`src/rtl/microinstruction_pipe_register.sv`:
```
// Negedge-clocked microinstruction pipeline register with stall/flush control,
// per-stage valid bits and a trace FIFO of retired state numbers.
module microinstruction_pipe_register #(
    parameter int unsigned      WIDTH       = 64,
    parameter int unsigned      STATE_W     = 9,
    parameter int unsigned      DEPTH       = 1,
    parameter int unsigned      TRACE_DEPTH = 8,
    parameter logic [WIDTH-1:0] NOP_WORD    = '0
) (
    input  logic                                 Clock,
    input  logic                                 Reset_n,
    input  logic [WIDTH-1:0]                     Word_In,
    input  logic [STATE_W-1:0]                   State_In,
    input  logic                                 Word_Valid,
    input  logic                                 Stall,
    input  logic                                 Flush,
    output logic [WIDTH-1:0]                     Word_Out,
    output logic [STATE_W-1:0]                   State_Out,
    output logic                                 Word_Out_Valid,
    input  logic                                 Trace_Rd,
    input  logic                                 Trace_Clear,
    output logic [STATE_W-1:0]                   Trace_State,
    output logic [$clog2(TRACE_DEPTH+1)-1:0]     Trace_Count,
    output logic                                 Trace_Overflow
);

    localparam int unsigned PTR_W = $clog2(TRACE_DEPTH);
    localparam int unsigned CNT_W = $clog2(TRACE_DEPTH + 1);

    logic [WIDTH-1:0]   word_q  [DEPTH];
    logic [STATE_W-1:0] state_q [DEPTH];
    logic               valid_q [DEPTH];

    logic               advance;
    logic               entering_valid;
    logic [STATE_W-1:0] entering_state;

    assign advance = !Flush && !Stall;

    // The word about to land in the last stage: straight from the input when
    // there is only one stage, otherwise from the stage before the last.
    generate
        if (DEPTH == 1) begin : g_single
            assign entering_valid = Word_Valid;
            assign entering_state = State_In;
        end else begin : g_multi
            assign entering_valid = valid_q[DEPTH-2];
            assign entering_state = state_q[DEPTH-2];
        end
    endgenerate

    always_ff @(negedge Clock or negedge Reset_n) begin
        if (!Reset_n) begin
            for (int unsigned i = 0; i < DEPTH; i++) begin
                word_q[i]  <= NOP_WORD;
                state_q[i] <= '0;
                valid_q[i] <= 1'b0;
            end
        end else if (Flush) begin
            for (int unsigned i = 0; i < DEPTH; i++) begin
                word_q[i]  <= NOP_WORD;
                state_q[i] <= '0;
                valid_q[i] <= 1'b0;
            end
        end else if (!Stall) begin
            word_q[0]  <= Word_In;
            state_q[0] <= State_In;
            valid_q[0] <= Word_Valid;
            for (int unsigned i = 1; i < DEPTH; i++) begin
                word_q[i]  <= word_q[i-1];
                state_q[i] <= state_q[i-1];
                valid_q[i] <= valid_q[i-1];
            end
        end
    end

    assign Word_Out       = word_q[DEPTH-1];
    assign State_Out      = state_q[DEPTH-1];
    assign Word_Out_Valid = valid_q[DEPTH-1];

    logic [STATE_W-1:0] trace_mem [TRACE_DEPTH];
    logic [PTR_W-1:0]   wr_ptr;
    logic [PTR_W-1:0]   rd_ptr;
    logic [CNT_W-1:0]   trace_cnt;
    logic               trace_ovf;
    logic               push;
    logic               pop;
    logic               full;

    assign push = advance && entering_valid;
    assign pop  = Trace_Rd && (trace_cnt != '0);
    assign full = (trace_cnt == CNT_W'(TRACE_DEPTH));

    always_ff @(negedge Clock) begin
        if (push && !Trace_Clear) begin
            trace_mem[wr_ptr] <= entering_state;
        end
    end

    // A push into a full FIFO drops the oldest entry by advancing the read
    // pointer alongside the write pointer; a simultaneous pop already does that.
    always_ff @(negedge Clock or negedge Reset_n) begin
        if (!Reset_n) begin
            wr_ptr    <= '0;
            rd_ptr    <= '0;
            trace_cnt <= '0;
            trace_ovf <= 1'b0;
        end else if (Trace_Clear) begin
            wr_ptr    <= '0;
            rd_ptr    <= '0;
            trace_cnt <= '0;
            trace_ovf <= 1'b0;
        end else begin
            if (push) begin
                wr_ptr <= wr_ptr + PTR_W'(1);
            end
            if (push && pop) begin
                rd_ptr <= rd_ptr + PTR_W'(1);
            end else if (push) begin
                if (full) begin
                    rd_ptr    <= rd_ptr + PTR_W'(1);
                    trace_ovf <= 1'b1;
                end else begin
                    trace_cnt <= trace_cnt + CNT_W'(1);
                end
            end else if (pop) begin
                rd_ptr    <= rd_ptr + PTR_W'(1);
                trace_cnt <= trace_cnt - CNT_W'(1);
            end
        end
    end

    assign Trace_State    = (trace_cnt == '0) ? '0 : trace_mem[rd_ptr];
    assign Trace_Count    = trace_cnt;
    assign Trace_Overflow = trace_ovf;

endmodule

```
`config.mk`:
```
export PLATFORM = sky130hd
export DESIGN_NAME = microinstruction_pipe_register
export DESIGN_NICKNAME = d
export VERILOG_FILES = /design/src/rtl/microinstruction_pipe_register.sv
export SDC_FILE = /design/constraint.sdc
export NUM_CORES = 1
export LEC_CHECK = 0
export CAP_MARGIN = 5
export CORE_MARGIN = 4
export CORE_UTILIZATION = 30
export CTS_BUF_LIST = sky130_fd_sc_hd__clkbuf_8
export DETAILED_ROUTE_END_ITERATION = 8
export HOLD_SLACK_MARGIN = 0.02
export PLACE_DENSITY_LB_ADDON = 0.2
export SLEW_MARGIN = 10
export SYNTH_ARGS = -nofsm -noshare
export SYNTH_HDL_FRONTEND = slang
export SYNTH_SLANG_ARGS = --single-unit
export TNS_END_PERCENT = 30
```
`constraint.sdc`:
```
create_clock -name Clock -period 2.2 [get_ports Clock]
set_input_delay 0.33 -clock Clock [delete_from_list [all_inputs] [get_ports Clock]]
set_output_delay 0.33 -clock Clock [all_outputs]
set_load 0.1 [all_outputs]
```
### After elaboration in Yosys (flattened, before gate mapping)

Memories as Yosys holds them, arrays and structs flattened.
Index checks and enable logic that the tools add are counted.

| cells by class | value |
|---|---|
| add/subtract/negate cells | 4 |
| eq/ne operators | 5 |
| mux-type cells | 25 |
| reductions and logical operators | 17 |

Operator list:

| kind | number |
|---|---|
| $mux W64 | 2 |
| $mux W9 | 3 |
| $mux W3 | 7 |
| $mux W4 | 5 |
| $mux W1 | 8 |
| $reduce_bool A4 Y1 | 2 |
| $add A3 B1 Y3 const B | 2 |
| $reduce_and A3 Y1 | 2 |
| $logic_and A1 B1 Y1 | 5 |
| $add A4 B1 Y4 const B | 1 |
| $eq A4 B4 Y1 const B | 1 |
| $logic_not A4 Y1 | 1 |
| $ne A4 B2 Y1 const B | 1 |
| $reduce_bool A2 Y1 | 2 |
| $sub A4 B1 Y4 const B | 1 |
| $logic_not A1 Y1 | 3 |
| $ne A3 B3 Y1 const B | 1 |
| $reduce_bool A3 Y1 | 1 |
| $ne A2 B1 Y1 const B | 1 |
| $ne A2 B2 Y1 const B | 1 |
| $reduce_and A2 Y1 | 1 |

| storage, ports and cells | value |
|---|---|
| bits in registers | 85 |
| RAM bits | 72 |
| word-level logic and storage cells | 59 |
| memories | 1 |

Memory list:

| name | words | width | rd ports | clocked after memory_dff | write ports | RTL line | RTL |
|---|---|---|---|---|---|---|---|
| trace_mem | 8 | 9 | 1 | 0 | 1 | 81 | `logic [STATE_W-1:0] trace_mem [TRACE_DEPTH];` |

### Longest topological paths before layout

Gate-level depths: netlist of the first run.

| depth | value |
|---|---|
| depth after elaboration | 6 |
| depth in mapped cells | 8 |
| depth with buffers taken out | 7 |

==> results of run 1 <==
==> power breakdown <==
group / internal, mW / switching, mW
sequential: 3.22 / 0.142
combinational: 1.99 / 2.86
clock: 1.06 / 1.45
==> state kept, by name, indices dropped and copies added, names as in the netlist <==
register,count
trace_mem,72
Word_Out,64
State_Out,9
Trace_Count,4
rd_ptr,3
wr_ptr,3
Trace_Overflow,1
Word_Out_Valid,1
==> critical path, stage by stage (launching register included) <==
cell	delay [ps]
dfrtn_1	450
buf_12	170
mux4_2	530
mux2i_1	210
buf_4	150
nor2_4	40
buf_12	160
==> synthesized netlist by cell type, drive strengths merged, types with 4 or more instances <==
cell and n:
a21oi 8, buf 14, clkbuf 12, dfrtn 85, edfxtp 72, ha 4
inv 5, mux2i 83, mux4 18, nand2 5, nor2 95, nor3 6
o21ai 4
==> through the flow <==
stage	std cells	cell area (um^2)
2_1_floorplan	439	6593
3_3_place_gp	904	9842
3_5_place_dp	904	9842
4_1_cts	1017	10800
5_1_grt	1026	10890
6_report	1026	10890
==> kinds of logic after synthesis <==
family,count (synthesis),synth area share
muxes,102,0.1940
buffers and inverters,31,0.02199
adders and majority gates,4,0.007785
and+or+nand+nor,121,0.08272
AOI/OAI and AO/OA,20,0.02083
xor gates and xnor gates,4,0.005451
DFF,157,0.6672
==> routing by layer <==
metal	vias up	wire [um]
met3	13	1834
met2	151	8671
met5	-	0
met4	0	185
met1	2280	7127
li1	2182	-
==> layout make-up <==
type	count	area, um^2
multi-input cells	251	2265
inverters	4	15.01
fillers	1762	10130
repair buffers	237	3362
well taps	275	344.1
flip-flops and latches	157	4289
clock buffers	17	234.0
clock inverters	85	382.9
==> final timing paths <==
path | cells past startpoint | to | startpoint
setup reg to reg | 7 | Trace_Count[3] | Trace_Count[0]
hold / removal | 2 | Trace_Overflow | Trace_Overflow
setup / recovery | 6 | Trace_State[6] | rd_ptr[0]
max in group asynchronous | 2 | rd_ptr[0] | Reset_n
min in group asynchronous | 1 | Word_Out[24] | Reset_n
hold reg to reg | 2 | Trace_Overflow | Trace_Overflow
==> timing repair <==
action,in CTS,in global routing
gates cloned,4,0
endpoints found under the hold margin,0,0
gates resized for setup,46,15
setup endpoints to repair,204,194
buffers inserted,9,11
pin swaps,12,10
==> metrics.md, run 1 <==
| Metric | Value |
|---|---|
| Netlist area before placement | about 0.0064 mm^2 |
| Final setup vio count | 165 |
| Floorplan core area | 0.02102 mm^2 |
| Mapped Cells | 439 |
| Average detailed-routed wire length per instance | between 15 and 20 um |
| Total number of H-tree levels | 4 |
| Clk_skew | 66.09 ps |
| Total Power | 10.73 mW |
| Startpoint type of the worst setup path | register |
| Synthesized area per cell | ~15 um^2 |
| CTS tree | yes |
| Clk_lat worst skew | 460 ps |
| Sequential fraction of the synthesis area | 0.6672 |
| Power density over the cells | slightly below 1000 mW/mm^2 |
| All-Layer GR Usage | 0.1550 |
| Endpoint kind of the worst setup timing path | output port |
| Clock Path Buffers | 2 |
| Least-Margin Pin Slew | slightly below 800 ps |
| Largest vdd supply drop | 0.0004725 V |
| First DRT Iteration DRCs | between 100 and 150 |
| First-pass iteration count of the detailed router | 4 |
| Pin count of the biggest net entering global routing | 75 |
| Met1 Use GR | 0.1743 |
| Total clock buffers created by CTS | 17 |
| Most frequent standard cell in the layout excluding fill and tap cells | buf_12 |
| Post-synth cell types | 39 |
| Worst min-delay path category | reg -> reg |
| Clock Pin Slew Worst Setup and Hold Paths | approximately 60 ps |
| Final Core Density | 0.5181 |
| Maximum capacitance violations | 0 |
| Data required time of the worst path | approximately 1900 ps |
| Detailed-route via count | 4,626 |
| Most frequent cells in the layout | buf_12, dfrtn_1, nor2_1 |
| Post-synth EDFFs | just over 70 |
| Main synth FF type | dfrtn_1 |
| Quantity of hold-fixing buffers added after cts | 0 |
| Register-to-register setup slack | 130 ps |
| Fraction of final layout cells with drive strength greater than 1 | 0.3302 |
| Failing checks | negative setup slack |
| Seq cells post-synth | between 150 and 200 |
| Number of vias per cell | 4.509 |
| Yosys warning total | 0 |
| Dominant cells by area after synthesis | edfxtp_1, dfrtn_1, mux2i_1 |
| Starting utilization of the core area | 0.3058 |
| Worst hold slack after final layout | ~530 ps |
| Global route overflow | 0 |
| Wire length of the first global-routing pass | 28,750 um |
| Status | finished, violations left |
| Number of global-route vias before repair | 5,328 |
| Global Route met3 Usage | 0.08954 |
| Total die area | ~0.024 mm^2 |
| # IOs | 168 |
| Number of nets in the layout | 824 |
| Wire length after detailed routing | 17,820 um |
| RSZ-0062 raised after global routing | true |
| Maximum fanout encountered on the critical timing path | 11 |
| Routability cong. | 0.7740 |
| Most Crowded Layer GR | met2 |
| Clk root buf | clkbuf_8 |
| Global-route track usage on met2 | 0.2496 |
| Setup total negative slack | -56,230 ps |
| Clock sink count | 157 |
| Number of antenna violations at the first check in global routing | 0 |
| Remaining routing DRC violations | 0 |
| Leakage power | 4.751 nW |
| CP Data Arrival Time | 3210 ps |
| FP Rows | 53 |
| Count of input and output buffers | 167 |
| Horiz. Die Dim | ~150 um |
| Worst Setup Slack post-DPL | -1190 ps |
| Top cell type's share of synthesized area | 0.3363 |
| Max Transition Viols Final | 0 |
| Final HPWL DP | between 10,000 and 15,000 um |
| Async set-or-reset flop fraction in the synthesized netlist | 0.5414 |
| Cell type contributing the most total cell area after synthesis | edfxtp_1 |
| Critical path class | reg -> out |
| Final Worst Setup Slack | -1339 ps |
| Final hold viol count | 0 |
| Worst relative slew slack | 0.4771 |
| Die extent in y | 154.4 um |
| Number of routed nets with antenna violations | 0 |
| Number of antenna repair diodes | 0 |
| Synthesis-to-layout area growth | 69.42% |
| Number of nets in the synthesized netlist | ~520 |
No activity file was read; power rests on OpenSTA's default activity.
==> inputs of run 2 (changes only) <==
- ABC_CLOCK_PERIOD_IN_PS: default -> 2200
- CTS_BUF_LIST: sky130_fd_sc_hd__clkbuf_8 -> default
- REMOVE_ABC_BUFFERS: default -> 1
==> run 2 against run 1 <==
The flow still finishes with violations (negative setup slack). Critical path depth stayed put. Count of clock-buffer cells in the layout stayed put. Sequential share of layout area down 0.39 points. Largest cell class unchanged. Non-clock buffer count is 4 higher. First-iteration DRC count up 50%. Global-route usage shrank 0.13 points. Final area rose by 1.0%. Worst hold slack got worse by 9.0 ps. Combinational power down 4%.
==> metrics.md, run 2 (synthesized netlist as in run 1, its figures left out) <==
| Metric | Value |
|---|---|
| Pin count of the biggest net entering global routing | 66 (-12%) |
| Largest vdd supply drop | 0.0005768 V (+22%) |
| Starting utilization of the core area | 0.3058 (unchanged) |
| Die extent in y | 154.4 um (unchanged) |
| Least-Margin Pin Slew | 721.1 ps (-63.34 ps) |
| Final Core Density | 0.5234 (+0.005238) |
| Total clock buffers created by CTS | 17 (unchanged) |
| Instance count along the most critical hold path | 2 (unchanged) |
| First-pass iteration count of the detailed router | 7 (+3) |
| First DRT Iteration DRCs | 194 (+50%) |
| Synthesis-to-layout area growth | 71.14% |
| Cell Chain, Critical Path | buf_4 -> buf_12 -> mux4_2 -> mux2i_2 -> nor2_2 -> buf_12 |
| Largest delay share family, worst path | multiplexers |
| Critical path class | reg -> out |
| Clk root buf | clkbuf_16 |
| Count of input and output buffers | 167 (unchanged) |
| Highest cell delay on the worst timing path | 510 ps (-20 ps) |
| Clock sink count | 157 (unchanged) |
| FP Rows | 53 (unchanged) |
| Worst reg2reg startpoint | Trace_Count[1] |
| Floorplan core area | 0.02102 mm^2 (unchanged) |
| Most used cell, CP | buf_12 |
| Worst hold slack after final layout | 518.5 ps (-8.951 ps) |
| End of the worst register-to-register path | Trace_Count[3] |
| Standard cell with the maximum stage delay on the critical path | mux4_2 |
| Final HPWL DP | 12,120 um (-2.8%) |
| Worst path buffer plus inverter count | 3 (unchanged) |
| Final hold viol count | 0 (unchanged) |
| Max reg flops | 72 (unchanged) |
| Fraction of final layout cells with drive strength greater than 1 | 0.3223 (-0.007901) |
| Wire length after detailed routing | 17,910 um (+0.52%) |
| Number of global-route vias before repair | 5,333 (+0.094%) |
| Number of vias per cell | 4.540 (+0.69%) |
| Startpoint type of the worst setup path | register |
| Final setup vio count | 168 (+1.8%) |
| Worst hold endpoint | Trace_Overflow |
| Largest Register | trace_mem |
| Maximum fanout encountered on the critical timing path | 9 (-2) |
| Wire length of the first global-routing pass | 28,520 um (-0.77%) |
| Most frequent standard cell in the layout excluding fill and tap cells | buf_12 |
| CTS tree | yes |
| Number of antenna violations at the first check in global routing | 0 (unchanged) |
| CP Data Arrival Time | 3130 ps (-80 ps) |
| # IOs | 168 (unchanged) |
| Number of antenna repair diodes | 0 (unchanged) |
| Source of the worst hold timing path | Trace_Overflow |
| Clock Pin Slew Worst Setup and Hold Paths | 50 ps (about the same) |
| Clock Path Buffers | 2 (unchanged) |
| Status | finished, violations left |
| Total number of H-tree levels | 4 (unchanged) |
| Endpoint kind of the worst setup timing path | output port |
| Clk_lat worst skew | 480 ps (+20 ps) |
| Leakage power | 4.824 nW (+1.5%) |
| Number of routed nets with antenna violations | 0 (unchanged) |
| Horiz. Die Dim | 154.4 um (unchanged) |
| Cell depth of the worst flop-to-flop path | 7 (unchanged) |
| Failing checks | negative setup slack |
| Clk_skew | 80.56 ps (+14.47 ps) |
| Worst relative slew slack | 0.5193 (+0.04223) |
| Worst min-delay path category | reg -> reg |
| Filler cell count in the final layout | 1,699 (-3.6%) |
| Remaining routing DRC violations | 0 (unchanged) |
| Most frequent cells in the layout | buf_12, nor2_1, dfrtn_1 |
| RSZ-0062 raised after global routing | true |
| Global route overflow | 0 (unchanged) |
| Number of nets in the layout | 828 (+0.49%) |
| Register-to-register setup slack | 160 ps (+30 ps) |
| Final Worst Setup Slack | -1260 ps (+79.06 ps) |
| Maximum capacitance violations | 0 (unchanged) |
| All-Layer GR Usage | 0.1536 (-0.001340) |
| Power density over the cells | 1046 mW/mm^2 (+6.2%) |
| Average detailed-routed wire length per instance | 17.36 um (about the same) |
| Data required time of the worst path | 1870 ps (about the same) |
| Max Transition Viols Final | 0 (unchanged) |
| Detailed-route via count | 4,685 (+1.3%) |
| Routability cong. | 0.8276 (+6.9%) |
| Total die area | 0.02383 mm^2 (unchanged) |
-- run 2: changes by cell type in the layout (fill, tap and decap cells not counted), sizes merged --
cell      before  now
buf          160  166
bufinv         1    0
clkbuf        19   17
clkinv         5    6
clkinvlp       0    1
inv           83   84
-- run 2: worst reg2reg max path, cell delays in order (launching register included) --
cell and delay [ps]:
dfrtn_1 380, buf_6 140, buf_4 130, buf_4 160
or4_1 570, nand3_2 130, a221oi_2 70, mux2_1 310
-- run 2: worst max-delay path by stage --
stage,start,cells after the start,endpoint
floorplan,rd_ptr[0],3,Trace_State[0]
global placement,Word_Valid,8,Trace_Count[3]
detailed placement,Word_Valid,7,trace_mem[0][7]
CTS,rd_ptr[0],6,Trace_State[0]
global route,rd_ptr[0],6,Trace_State[2]
finish,rd_ptr[0],6,Trace_State[0]
-- run 2: final cells by class --
| cell class | count | area (um^2) | share of cell area |
|---|---|---|---|
| multi-input combinational | 251 | 2155 | 0.1958 |
| clock buffer | 17 | 425.4 | 0.03867 |
| clock inverter | 87 | 452.9 | 0.04117 |
| sequential | 157 | 4289 | 0.3899 |
| timing repair buffer | 241 | 3321 | 0.3018 |
| inverter | 4 | 15.01 | 0.001365 |
| tap | 275 | 344.1 | 0.03127 |
-- run 2: report_power, final --
group / internal [mW] / switching (mW) / leakage (nW)
sequential: 3.23 / 0.139 / 1.78
combinational: 1.93 / 2.75 / 2.37
clock: 1.72 / 1.74 / 0.676
total: 6.88 / 4.62 / 4.82
-- run 2: layer usage --
| layer | share of wire | vias to the layer above | GRT usage | routed length [um] |
|---|---|---|---|---|
| met4 | 0.014 | 0 | 0.04794 | 259 |
| li1 | - | 2196 | - | - |
| met1 | 0.39 | 2297 | 0.1706 | 7027 |
| met5 | 0 | - | 0 | 0 |
| met3 | 0.11 | 15 | 0.1018 | 2059 |
| met2 | 0.48 | 177 | 0.2404 | 8565 |
-- run 2: stage by stage --
| stage | area, um^2 | instances | setup TNS, ps | setup slack (ps) | total power [mW] |
|---|---|---|---|---|---|
| floorplan | 6306 | 413 | -113780 | -1941 | 6.088 |
| global placement | 9625 | 901 | -127820 | -1211 | 7.958 |
| detailed placement | 9625 | 901 | -131350 | -1229 | 8.004 |
| CTS | 10900 | 1021 | -52370 | -1275 | 11.54 |
| global route | 11000 | 1032 | -58050 | -1352 | 12.11 |
| finish | 11000 | 1032 | -51730 | -1260 | 11.50 |
-- run 2: timing repair --
action,CTS,global route
resized for setup,80,9
buffers inserted,9,14
endpoints found under the hold margin,0,0
gates cloned,8,0
setup endpoints to repair,229,227
pin swaps,13,5
hold buffers,0,0
==> inputs of run 3 (changes only) <==
- CELL_PAD_IN_SITES_DETAIL_PLACEMENT: default -> 1
- CELL_PAD_IN_SITES_GLOBAL_PLACEMENT: default -> 1
- GPL_ROUTABILITY_DRIVEN: default -> 0
==> run 3 against run 2 <==
The flow still finishes with violations (negative setup slack). Worst hold slack improved by 2.5 ps. Sequential share of layout area fell by 0.48 points. Non-clock buffer count rose by 3. First-iteration DRC count decreased by 22%. Final area up 1.3%. Count of clock-buffer cells in the layout rose by 3. Sequential cell count is the same. Combinational power is 4% higher. Via count increased by 2.7%.
==> metrics.md, run 3 (synthesized netlist as in run 1, its figures left out) <==
| Metric | Value |
|---|---|
| FP Rows | 53 (unchanged) |
| Switching power | 4.749 mW (+2.7%) |
| Clk_skew | 76.31 ps (-4.250 ps) |
| Clk root buf | clkbuf_16 |
| Number of antenna repair diodes | 0 (unchanged) |
| Count of input and output buffers | 167 (unchanged) |
| Clk_lat worst skew | 470 ps (about the same) |
| Final hold viol count | 0 (unchanged) |
| Portion of total power attributed to the clock network | 0.298 (-0.002) |
| Final Core Density | 0.5299 (+0.006547) |
| Floorplan core area | 0.02102 mm^2 (unchanged) |
| Worst min-delay path category | reg -> reg |
| Maximum capacitance violations | 0 (unchanged) |
| Filler cell count in the final layout | 2,069 (+22%) |
| Maximum fanout encountered on the critical timing path | 5 (-4) |
| Standard cell with the maximum stage delay on the critical path | mux4_2 |
| Total die area | 0.02383 mm^2 (unchanged) |
| Number of global-route vias before repair | 5,541 (+3.9%) |
| Proportion of total power due to net switching | 0.4044 (+0.002399) |
| Wire length after detailed routing | 20,720 um (+16%) |
| Max reg flops | 72 (unchanged) |
| Fraction of final layout cells with drive strength greater than 1 | 0.3368 (+0.01452) |
| Startpoint type of the worst setup path | register |
| Most used cell, CP | buf_12 |
| Data required time of the worst path | 1870 ps (about the same) |
| Cell depth of the worst flop-to-flop path | 7 (unchanged) |
| End of the worst register-to-register path | Trace_Count[3] |
| Status | finished, violations left |
| Sequential group share of total power | 0.287 (-0.006) |
| Total number of H-tree levels | 4 (unchanged) |
| Largest vdd supply drop | 0.0005807 V (+0.68%) |
| Synthesis-to-layout area growth | 73.28% |
| Detailed-route via count | 4,810 (+2.7%) |
| Largest Register | trace_mem |
| Most frequent standard cell in the layout excluding fill and tap cells | buf_12 |
| Register-to-register setup slack | 140 ps (-20 ps) |
| Global route overflow | 0 (unchanged) |
| Clock Path Buffers | 2 (unchanged) |
| Final setup vio count | 167 (-0.60%) |
| Clock Pin Slew Worst Setup and Hold Paths | 50 ps (about the same) |
| RSZ-0062 raised after global routing | true |
| Leakage power | 4.887 nW (+1.3%) |
| Clock sink count | 157 (unchanged) |
| Pin count of the biggest net entering global routing | 75 (+14%) |
| Critical path class | reg -> out |
| Least-Margin Pin Slew | 636.0 ps (-85.05 ps) |
| Total Power | 11.75 mW (+2.1%) |
| Highest cell delay on the worst timing path | 540 ps (+30 ps) |
| # IOs | 168 (unchanged) |
| Die extent in y | 154.4 um (unchanged) |
| Worst hold endpoint | Trace_Overflow |
| Power density over the cells | 1054 mW/mm^2 (+0.84%) |
| Max Transition Viols Final | 0 (unchanged) |
| CP Data Arrival Time | 3180 ps (+50 ps) |
| Final Worst Setup Slack | -1307 ps (-47.43 ps) |
| Number of antenna violations at the first check in global routing | 1 (+1) |
| Setup total negative slack | -59,820 ps (-8089 ps) |
| Cell Chain, Critical Path | buf_6 -> buf_12 -> mux4_2 -> mux2i_2 -> nor2_2 -> buf_12 |
| Number of routed nets with antenna violations | 0 (unchanged) |
| Number of vias per cell | 4.647 (+2.4%) |
| Combinational Power Share | 0.415 (+0.008) |
| Horiz. Die Dim | 154.4 um (unchanged) |
| Failing checks | negative setup slack |
| Number of nets in the layout | 831 (+0.36%) |
| Total clock buffers created by CTS | 17 (unchanged) |
| Final HPWL DP | 13,240 um (+9.2%) |
| Source of the worst hold timing path | Trace_Overflow |
| CTS tree | yes |
| Endpoint kind of the worst setup timing path | output port |
| Worst reg2reg startpoint | Trace_Count[1] |
| First-pass iteration count of the detailed router | 4 (-3) |
| All-Layer GR Usage | 0.1807 (+0.02704) |
| Instance count along the most critical hold path | 2 (unchanged) |
| P_int | 6.996 mW (+1.7%) |
| Average detailed-routed wire length per instance | 20.02 um (+15%) |
| Most frequent cells in the layout | buf_12, dfrtn_1, nor2_1 |
| Starting utilization of the core area | 0.3058 (unchanged) |
| Worst relative slew slack | 0.5760 (+0.05670) |
| Wire length of the first global-routing pass | 33,000 um (+16%) |
| First DRT Iteration DRCs | 152 (-22%) |
| Remaining routing DRC violations | 0 (unchanged) |
-- run 3: worst max-delay path by stage --
stage                           from               to  slack, ps  depth (start not counted)
after floorplan            rd_ptr[0]   Trace_State[0]      -1940                          3
after global placement    Word_Valid   Trace_Count[3]      -1200                          8
after detailed placement  Word_Valid  trace_mem[0][7]      -1220                          7
after CTS                  rd_ptr[0]   Trace_State[0]      -1300                          6
after global routing       rd_ptr[0]   Trace_State[0]      -1370                          6
final                      rd_ptr[0]   Trace_State[6]      -1310                          6
-- run 3: cell type report --
type | count | area [um^2] | share of cell area
repair buffers | 244 | 3421 | 0.3071
clock inverters | 84 | 400.4 | 0.03594
flip-flops and latches | 157 | 4289 | 0.3850
clock buffers | 20 | 467.9 | 0.04201
multi-input cells | 251 | 2202 | 0.1977
inverters | 4 | 15.01 | 0.001348
well taps | 275 | 344.1 | 0.03089
-- run 3: through the flow --
step	area [um^2]	setup slack, ps	hold slack [ps]	std cells
3_5_place_dp	9666	-1219	524.8	903
6_report	11140	-1307	520.9	1035
3_3_place_gp	9666	-1197	525.5	903
2_1_floorplan	6306	-1941	485.9	413
4_1_cts	10990	-1298	524.7	1029
5_1_grt	11140	-1367	531.6	1035
-- run 3: layer usage --
| metal | vias to the layer above | GRT usage | share of wire |
|---|---|---|---|
| li1 | 2196 | - | - |
| met1 | 2409 | 0.2066 | 0.38 |
| met2 | 178 | 0.2874 | 0.49 |
| met3 | 25 | 0.1024 | 0.11 |
| met4 | 2 | 0.05887 | 0.015 |
| met5 | - | 0 | 0.00063 |
-- run 3: critical path, delay by kind of cell (launching register included) --
kind | cells | cell delay (ps)
buf+inv | 3 | 420
flops | 1 | 430
mux | 2 | 730
simple gates | 1 | 80
-- run 3: power by group through the flow --
stage               Sequential [mW]  Clock [mW]  Combinational (mW)
floorplan                      4.26       0.197                1.63
detailed placement             3.42       0.197                4.44
global placement               3.41       0.197                4.39
CTS                            3.37        3.55                4.70
global route                   3.38        3.85                5.10
finish                         3.37        3.51                4.87
-- run 3: what timing repair did --
action | 4_1_cts | 5_1_grt
resized for setup | 85 | 31
pin swaps | 13 | 8
setup endpoints to repair | 245 | 210
gates cloned | 8 | 1
hold buffers | 0 | 0
buffers inserted | 15 | 8
